<file path="src/rtl/rs232_uart.sv">
// 8N1 RS-232 byte transport: a request/strobe driven transmitter and a
// mid-bit sampling receiver sharing one clock. CLKS_PER_BIT must be >= 4.
module rs232_uart #(
  parameter int CLKS_PER_BIT = 434
) (
  input  logic       CLK,
  input  logic       INIT,
  input  logic       DRL,
  input  logic [7:0] DIN,
  output logic       LOAD,
  output logic       TX,
  input  logic       RX,
  output logic [7:0] DOUT,
  output logic       STORE
);

  localparam int DATA_W = 8;
  localparam int CNT_W  = (CLKS_PER_BIT > 1) ? $clog2(CLKS_PER_BIT) : 1;
  localparam logic [CNT_W-1:0] BIT_LAST  = CNT_W'(CLKS_PER_BIT - 1);
  localparam logic [CNT_W-1:0] HALF_LAST = CNT_W'(CLKS_PER_BIT / 2 - 1);

  typedef enum logic [2:0] {
    TX_IDLE, TX_REQ, TX_FETCH, TX_START, TX_DATA, TX_STOP
  } tx_state_t;

  typedef enum logic [1:0] {
    RX_IDLE, RX_START, RX_DATA, RX_STOP
  } rx_state_t;

  tx_state_t          tx_state_q, tx_state_d;
  logic [CNT_W-1:0]   tx_cnt_q, tx_cnt_d;
  logic [2:0]         tx_bit_q, tx_bit_d;
  logic [DATA_W-1:0]  tx_shift_q, tx_shift_d;
  logic               tx_q, tx_d;

  rx_state_t          rx_state_q, rx_state_d;
  logic [CNT_W-1:0]   rx_cnt_q, rx_cnt_d;
  logic [2:0]         rx_bit_q, rx_bit_d;
  logic [DATA_W-1:0]  rx_shift_q, rx_shift_d;
  logic [DATA_W-1:0]  dout_q, dout_d;
  logic               store_q, store_d;
  logic               rx_meta_q, rx_meta_d;
  logic               rx_s_q, rx_s_d;

  assign LOAD  = (tx_state_q == TX_REQ);
  assign TX    = tx_q;
  assign DOUT  = dout_q;
  assign STORE = store_q;

  // Transmit path: the user answers LOAD by presenting DIN during FETCH.
  always_comb begin
    tx_state_d = tx_state_q;
    tx_cnt_d   = tx_cnt_q;
    tx_bit_d   = tx_bit_q;
    tx_shift_d = tx_shift_q;
    tx_d       = tx_q;
    case (tx_state_q)
      TX_IDLE: begin
        tx_d     = 1'b1;
        tx_cnt_d = '0;
        if (DRL) tx_state_d = TX_REQ;
      end
      TX_REQ: tx_state_d = TX_FETCH;
      TX_FETCH: begin
        tx_shift_d = DIN;
        tx_d       = 1'b0;
        tx_cnt_d   = '0;
        tx_state_d = TX_START;
      end
      TX_START: begin
        if (tx_cnt_q == BIT_LAST) begin
          tx_cnt_d   = '0;
          tx_bit_d   = 3'd0;
          tx_d       = tx_shift_q[0];
          tx_shift_d = tx_shift_q >> 1;
          tx_state_d = TX_DATA;
        end else begin
          tx_cnt_d = tx_cnt_q + 1'b1;
        end
      end
      TX_DATA: begin
        if (tx_cnt_q == BIT_LAST) begin
          tx_cnt_d = '0;
          if (tx_bit_q == 3'd7) begin
            tx_d       = 1'b1;
            tx_state_d = TX_STOP;
          end else begin
            tx_d       = tx_shift_q[0];
            tx_shift_d = tx_shift_q >> 1;
            tx_bit_d   = tx_bit_q + 3'd1;
          end
        end else begin
          tx_cnt_d = tx_cnt_q + 1'b1;
        end
      end
      TX_STOP: begin
        if (tx_cnt_q == BIT_LAST) begin
          tx_cnt_d   = '0;
          tx_state_d = TX_IDLE;
        end else begin
          tx_cnt_d = tx_cnt_q + 1'b1;
        end
      end
      default: begin
        tx_d       = 1'b1;
        tx_cnt_d   = '0;
        tx_state_d = TX_IDLE;
      end
    endcase
  end

  always_ff @(posedge CLK) begin
    if (INIT) begin
      tx_state_q <= TX_IDLE;
      tx_cnt_q   <= '0;
      tx_bit_q   <= 3'd0;
      tx_q       <= 1'b1;
    end else begin
      tx_state_q <= tx_state_d;
      tx_cnt_q   <= tx_cnt_d;
      tx_bit_q   <= tx_bit_d;
      tx_q       <= tx_d;
    end
  end

  always_ff @(posedge CLK) begin
    tx_shift_q <= tx_shift_d;
  end

  // Receive path: two-flop synchronizer, then half-bit alignment on the start bit.
  always_comb begin
    rx_meta_d  = RX;
    rx_s_d     = rx_meta_q;
    rx_state_d = rx_state_q;
    rx_cnt_d   = rx_cnt_q;
    rx_bit_d   = rx_bit_q;
    rx_shift_d = rx_shift_q;
    dout_d     = dout_q;
    store_d    = 1'b0;
    case (rx_state_q)
      RX_IDLE: begin
        rx_cnt_d = '0;
        if (!rx_s_q) rx_state_d = RX_START;
      end
      RX_START: begin
        if (rx_cnt_q == HALF_LAST) begin
          rx_cnt_d = '0;
          rx_bit_d = 3'd0;
          rx_state_d = rx_s_q ? RX_IDLE : RX_DATA;
        end else begin
          rx_cnt_d = rx_cnt_q + 1'b1;
        end
      end
      RX_DATA: begin
        if (rx_cnt_q == BIT_LAST) begin
          rx_cnt_d   = '0;
          rx_shift_d = {rx_s_q, rx_shift_q[DATA_W-1:1]};
          if (rx_bit_q == 3'd7) rx_state_d = RX_STOP;
          else                  rx_bit_d   = rx_bit_q + 3'd1;
        end else begin
          rx_cnt_d = rx_cnt_q + 1'b1;
        end
      end
      RX_STOP: begin
        if (rx_cnt_q == BIT_LAST) begin
          rx_cnt_d   = '0;
          rx_state_d = RX_IDLE;
          // A low stop bit is a framing error: the byte is dropped silently.
          if (rx_s_q) begin
            dout_d  = rx_shift_q;
            store_d = 1'b1;
          end
        end else begin
          rx_cnt_d = rx_cnt_q + 1'b1;
        end
      end
      default: begin
        rx_cnt_d   = '0;
        rx_state_d = RX_IDLE;
      end
    endcase
  end

  always_ff @(posedge CLK) begin
    if (INIT) begin
      rx_meta_q  <= 1'b1;
      rx_s_q     <= 1'b1;
      rx_state_q <= RX_IDLE;
      rx_cnt_q   <= '0;
      rx_bit_q   <= 3'd0;
      dout_q     <= '0;
      store_q    <= 1'b0;
    end else begin
      rx_meta_q  <= rx_meta_d;
      rx_s_q     <= rx_s_d;
      rx_state_q <= rx_state_d;
      rx_cnt_q   <= rx_cnt_d;
      rx_bit_q   <= rx_bit_d;
      dout_q     <= dout_d;
      store_q    <= store_d;
    end
  end

  always_ff @(posedge CLK) begin
    rx_shift_q <= rx_shift_d;
  end

endmodule

</file>
<file path="config.mk">
export PLATFORM = sky130hd
export DESIGN_NAME = rs232_uart
export DESIGN_NICKNAME = d
export VERILOG_FILES = /design/src/rtl/rs232_uart.sv
export SDC_FILE = /design/constraint.sdc
export NUM_CORES = 1
export LEC_CHECK = 0
export ABC_AREA = 1
export CAP_MARGIN = 20
export CORE_ASPECT_RATIO = 1.4
export CORE_MARGIN = 3
export CORE_UTILIZATION = 45
export CTS_CLUSTER_DIAMETER = 100
export CTS_CLUSTER_SIZE = 28
export DETAILED_ROUTE_END_ITERATION = 10
export HOLD_SLACK_MARGIN = 0.1
export MAX_ROUTING_LAYER = met4
export PLACE_DENSITY_LB_ADDON = 0.25
export SLEW_MARGIN = 10
export SYNTH_ARGS = -nofsm -noshare
export SYNTH_HDL_FRONTEND = slang
export SYNTH_SLANG_ARGS = --single-unit
</file>
<file path="constraint.sdc">
create_clock -name CLK -period 2.1 [get_ports CLK]
set_input_delay 0.42 -clock CLK [delete_from_list [all_inputs] [get_ports CLK]]
set_output_delay 0.42 -clock CLK [all_outputs]
set_load 0.01 [all_outputs]
</file>
======== After elaboration in Yosys (flattened, before gate mapping) ========
Index checks and enable logic that the tools add are counted.
storage, ports and cells
  flip-flop bits (word level) ............. 57
  input bits .............................. 12
  output and inout port bits .............. 11
  word-level logic and storage cells ...... 96
operators by class
  add/sub/neg operators ................... 4
  equal/unequal tests ..................... 25
  mux-type cells .......................... 34
  bitwise operators ....................... 3
  reduce and logical (&&, ||, !) cells .... 17
operator list
  cell                                                             count
  3-bit 2-to-1 mux                                                 10
  9-bit 2-to-1 mux                                                 3
  9-bit case mux with 3 select lines                               1
  8-bit 2-to-1 mux                                                 3
  2-bit inequality test, second input constant                     12
  8-bit case mux with 3 select lines                               1
  9-bit by 1-bit adder with 9-bit output, second input constant    2
  9-bit == test, second input constant                             2
  3-bit case mux with 6 select lines                               1
  9-bit case mux with 2 select lines                               1
  3-bit == test, second input constant                             4
  2-bit 2-to-1 mux                                                 6
  3-bit case mux with 2 select lines                               2
  4-bit AND reduction                                              3
  5-bit AND reduction                                              2
  9-bit by 8-bit == test with 1-bit output, second input constant  1
  2-bit case mux with 4 select lines                               1
  3-bit by 1-bit adder with 3-bit output, second input constant    2
  3-bit by 2-bit == test with 1-bit output, second input constant  2
  3-bit AND reduction                                              2
  3-bit OR reduction                                               2
  2-bit == test, second input constant                             2
  1-bit 2-to-1 mux                                                 4
  1-bit case mux with 4 select lines                               1
  9 further kinds                                                  13

======== Longest topological paths before layout ========
  word-level depth ........................ 4
  depth in mapped cells ................... 13
  depth with buffers taken out ............ 13

======== Worst setup path before layout ========
OpenSTA, ideal clock, no wires.
  kind .................................... reg2reg
  start point ............................. reg rx_cnt_q[1]
  end point ............................... reg rx_shift_q[0] (enable)
  library setup time ...................... 383 ps
  data arrival time ....................... 1410 ps
  data required time ...................... 1717 ps
  setup slack ............................. 307 ps
  cell stages (with the launch flop) ...... 7
  path buffers ............................ 0
  clock period less this slack ............ 1793 ps
  cells stage by stage .................... dfxtp_1 -> inv_1 -> ha_1 -> nand2_1 -> nor2_1 -> nand2_2 -> nor3_1
between the ends
  word-level cells in the longest chain between the ends .. 2
RTL lines
  what                           RTL line  RTL
  start, declared                37        logic [CNT_W-1:0] rx_cnt_q, rx_cnt_d;
  start signal, assigned         197       rx_cnt_q <= rx_cnt_d;
  9-bit == test                  155       if (rx_cnt_q == BIT_LAST) begin
  2-bit AND reduction (no line)  --
  end signal, assigned           205       rx_shift_q <= rx_shift_d;
  end, declared                  39        logic [DATA_W-1:0] rx_shift_q, rx_shift_d;
Every way passes these cells.
A chain may end at the register's enable or synchronous reset.

======== Worst setup path in the final report ========
  start point ............................. reg tx_state_q[0]
  end point ............................... reg tx_shift_q[0] (enable)
between the ends
  word-level cells in the longest chain between the ends .. 3
  elaborated cells on any way between the ends .. 8
  classes of those cells .................. eq/ne (6); reduce/logical (2)
RTL lines
  what                                                                              RTL line  RTL
  start, declared                                                                   30        tx_state_t tx_state_q, tx_state_d;
  start signal, assigned                                                            119       tx_state_q <= tx_state_d;
  3-bit == test / 3-bit by 2-bit == test with 1-bit output (equally long branches)  57        case (tx_state_q)
  2-bit inequality test (no line) / 3-bit nonzero test (equally long branches)      --
  4-bit AND reduction (no line) *                                                   --
  end signal, assigned                                                              127       tx_shift_q <= tx_shift_d;
  end, declared                                                                     33        logic [DATA_W-1:0] tx_shift_q, tx_shift_d;
Mark *: on every way between the ends. The rest lies on a longest branch, timed or not.

==> results_dict.tcl <==
set metrics [dict create \
    status "complete, no violations" \
    postPlaceCellArea_um2 2900 \
    ctsHoldBuffers 0 \
    p_leak_nw 1.29 \
    die_x_um 69.8 \
    fmax_mhz 596 \
    routedWlPerCell_um 10.4 \
    cp_data_required_time_ps 2100 \
    relSlewSlack 0.776 \
    setup_viol 0 \
    slowest_delay_ps 380 \
    power_frac_comb 0.223 \
    setup_slack_ps 422 \
    grt_antenna_before_repair 0 \
    synth.most_common_cell "nand2_1" \
    numCtsBuffers 9 \
    overflow 0 \
    initial_core_util 0.479 \
    clockBufferDepth 2 \
    fillers 498 \
    critPathMaxFanout 10 \
    syn2layout_area_growth_pct 21.1 \
    pwr-share-clk 0.344 \
    hpwl_mm 3.26 \
    critPathCaptureType "register" \
    synth_edf_count 16 \
    grt_pass1_wl_mm 8.00 \
    syn-cell-area_um2 2570 \
    worst_ep_arrival_time_ps 1680 \
    ys_top_cells_by_area "dfxtp_1, edfxtp_1, nand2_1, nor2_1, ha_1" \
    crit_path_frequent_cell "nor2_4" \
    cts.sinks 57 \
    hold_violations 0 \
    grt_max_degree 15 \
    final_max_slew_viol_count 0 \
    fin_skew_ps 6.00 \
    cts-root-buf "clkbuf_8" \
    power_mw 3.11 \
    remaining_drc_errors 0 \
    synth_top_area_frac 0.320 \
    synthFlopType "dfxtp_1" \
    clk_pin_slew_ps 60 \
    via_count 2011 \
    grt_setup_unrepaired "false" \
    synth.avg_cell_area_um2 8.04 \
    timing.final.crit_share 0.799 \
    place_inst 410 \
    rows 31 \
    gp_congestion 0.876 \
    synth.distinct_cells 27 \
    coreArea_um2 5350 \
    ios 23 \
    viasPerCell 4.72 \
    fin_tns_setup_ps 0 \
    drt_wl_total_mm 4.43 \
    syn_nets 340 \
    n_antenna_cell 0 \
    fin_area_um2 3110 \
    numPortBuffers 22 \
    whs_ps 412 \
    ys_async_sr_fraction 0 \
    dieArea_um2 6660 \
    ff2ff_path_depth 7 \
    yosysSeqAreaShare 0.507 \
    p_int_mw 2.19 \
    post-place-ws_ps 398 \
    regArea_um2 1300 \
    die_y_um 95.4 \
    postCtsSetupBuffers 0 \
    swShare 0.296 \
    grt_usage 0.159 \
    period_needed_ps 1680 \
    path_class "register to register" \
    cts.htree.levels 3 \
    yosysTopAreaCell "dfxtp_1" \
    layout.nets 376 \
    syn_inst 319 \
    drt_iter0_markers 64 \
    layout-drive-gt1-share 0.108 \
    hold_path_depth 1 \
    path_cells "inv_2 -> nand2_2 -> nor2_4 -> nor2_4 -> inv_1 -> nand2_1 -> and2_1" \
    switching_power_uw 921 \
    fin_cells 426 \
    antenna_left 0 \
    powerDensity_nw_per_um2 1000 \
    critPathLaunchType "register" \
    ys_warn_count 0 \
    yosys_register_bits 57 \
    vdd_drop_max_v 0.000594 \
    ctsResizeCount 0 \
    drt_pass1_iterations 4 \
    cts_tree "built" \
    hold_path_class "register to register" \
    multi_input_comb_area_um2 1110 \
    synth_common_cells "nand2_1, nor2_1, dfxtp_1, inv_1" \
    clk_latency_ps 330 \
    drv_cap 0 \
    seqPwrFrac 0.433 \
    tightestPinTransition_ps 336 \
    grt_pass1_vias 1926 \
    cp_slowest_cell "dfxtp_1" \
    final_core_util 0.580 \
]
kinds of logic after synthesis:
group / after synthesis / share of synthesized area
adders and majority gates: 9 / 0.0439
and+or+nand+nor: 179 / 0.296
xor gates and xnor gates: 12 / 0.0410
AOI/OAI and AO/OA: 24 / 0.0536
buffers and inverters: 38 / 0.0585
DFF: 57 / 0.507
cell usage in the layout, fill, tap and decap left out:
cell type,n
nor3_1,4
or2_2,2
clkinv_1,4
clkinv_4,1
xor2_1,11
o21ai_2,1
edfxtp_1,16
nand2_2,5
nor2_4,3
inv_2,5
nand4_1,4
o21ai_4,1
xnor2_1,1
o22ai_1,1
clkbuf_8,9
buf_4,6
dlymetal6s2s_1,1
inv_1,29
clkdlybuf4s50_1,21
a31oi_1,1
nor2_1,67
a21oi_1,4
clkinv_2,1
dfxtp_1,41
nor3_2,2
and2_1,1
nand2_1,81
nand3_2,1
nand3_1,9
ha_1,9
bufinv_16,2
o21ai_0,16
cell type report:
class,count,area share
Clock buffer,9,0.0399
Clock inverter,7,0.0274
Inverter,35,0.0423
Multi-Input combinational cell,224,0.359
Sequential cell,57,0.419
Tap cell,66,0.0266
Timing Repair Buffer,28,0.0862
flip-flops by register name, indices dropped and copies added (netlist names), 3 cells and up, named ones only:
register	cells
rx_shift_q	8
rx_cnt_q	9
tx_state_q	3
tx_shift_q	8
rx_bit_q	3
DOUT	8
tx_bit_q	3
tx_cnt_q	9
critical path, delay by kind of cell, from the launching register on:
family | cells | cell delay (ps)
and+or+nand+nor | 5 | 800
DFF | 1 | 380
buffers and inverters | 2 | 160
power by group through the flow:
| stage | Sequential, mW | Clock, mW | Combinational (mW) |
|---|---|---|---|
| after global routing | 1.37 | 1.15 | 0.814 |
| after floorplan | 1.36 | 0 | 0.530 |
| final | 1.35 | 1.07 | 0.695 |
| after detailed placement | 1.37 | 0 | 0.709 |
| after global placement | 1.37 | 0 | 0.694 |
| after CTS | 1.35 | 1.10 | 0.711 |
worst paths after layout:
| path | slack [ps] | from | end |
|---|---|---|---|
| min | 410 | rx_meta_q | rx_s_q |
| min reg2reg | 410 | rx_meta_q | rx_s_q |
| max | 420 | tx_state_q[0] | tx_shift_q[0] |
| max reg2reg | 420 | tx_state_q[0] | tx_shift_q[0] |
layer usage:
layer / track usage / vias up / share of wire
met5: - / - / 0
met4: 0.0879 / 0 / 0.030
met3: 0.0643 / 11 / 0.047
met2: 0.259 / 26 / 0.48
met1: 0.164 / 896 / 0.44
li1: - / 1078 / -
No activity file was read; power rests on OpenSTA's default activity.
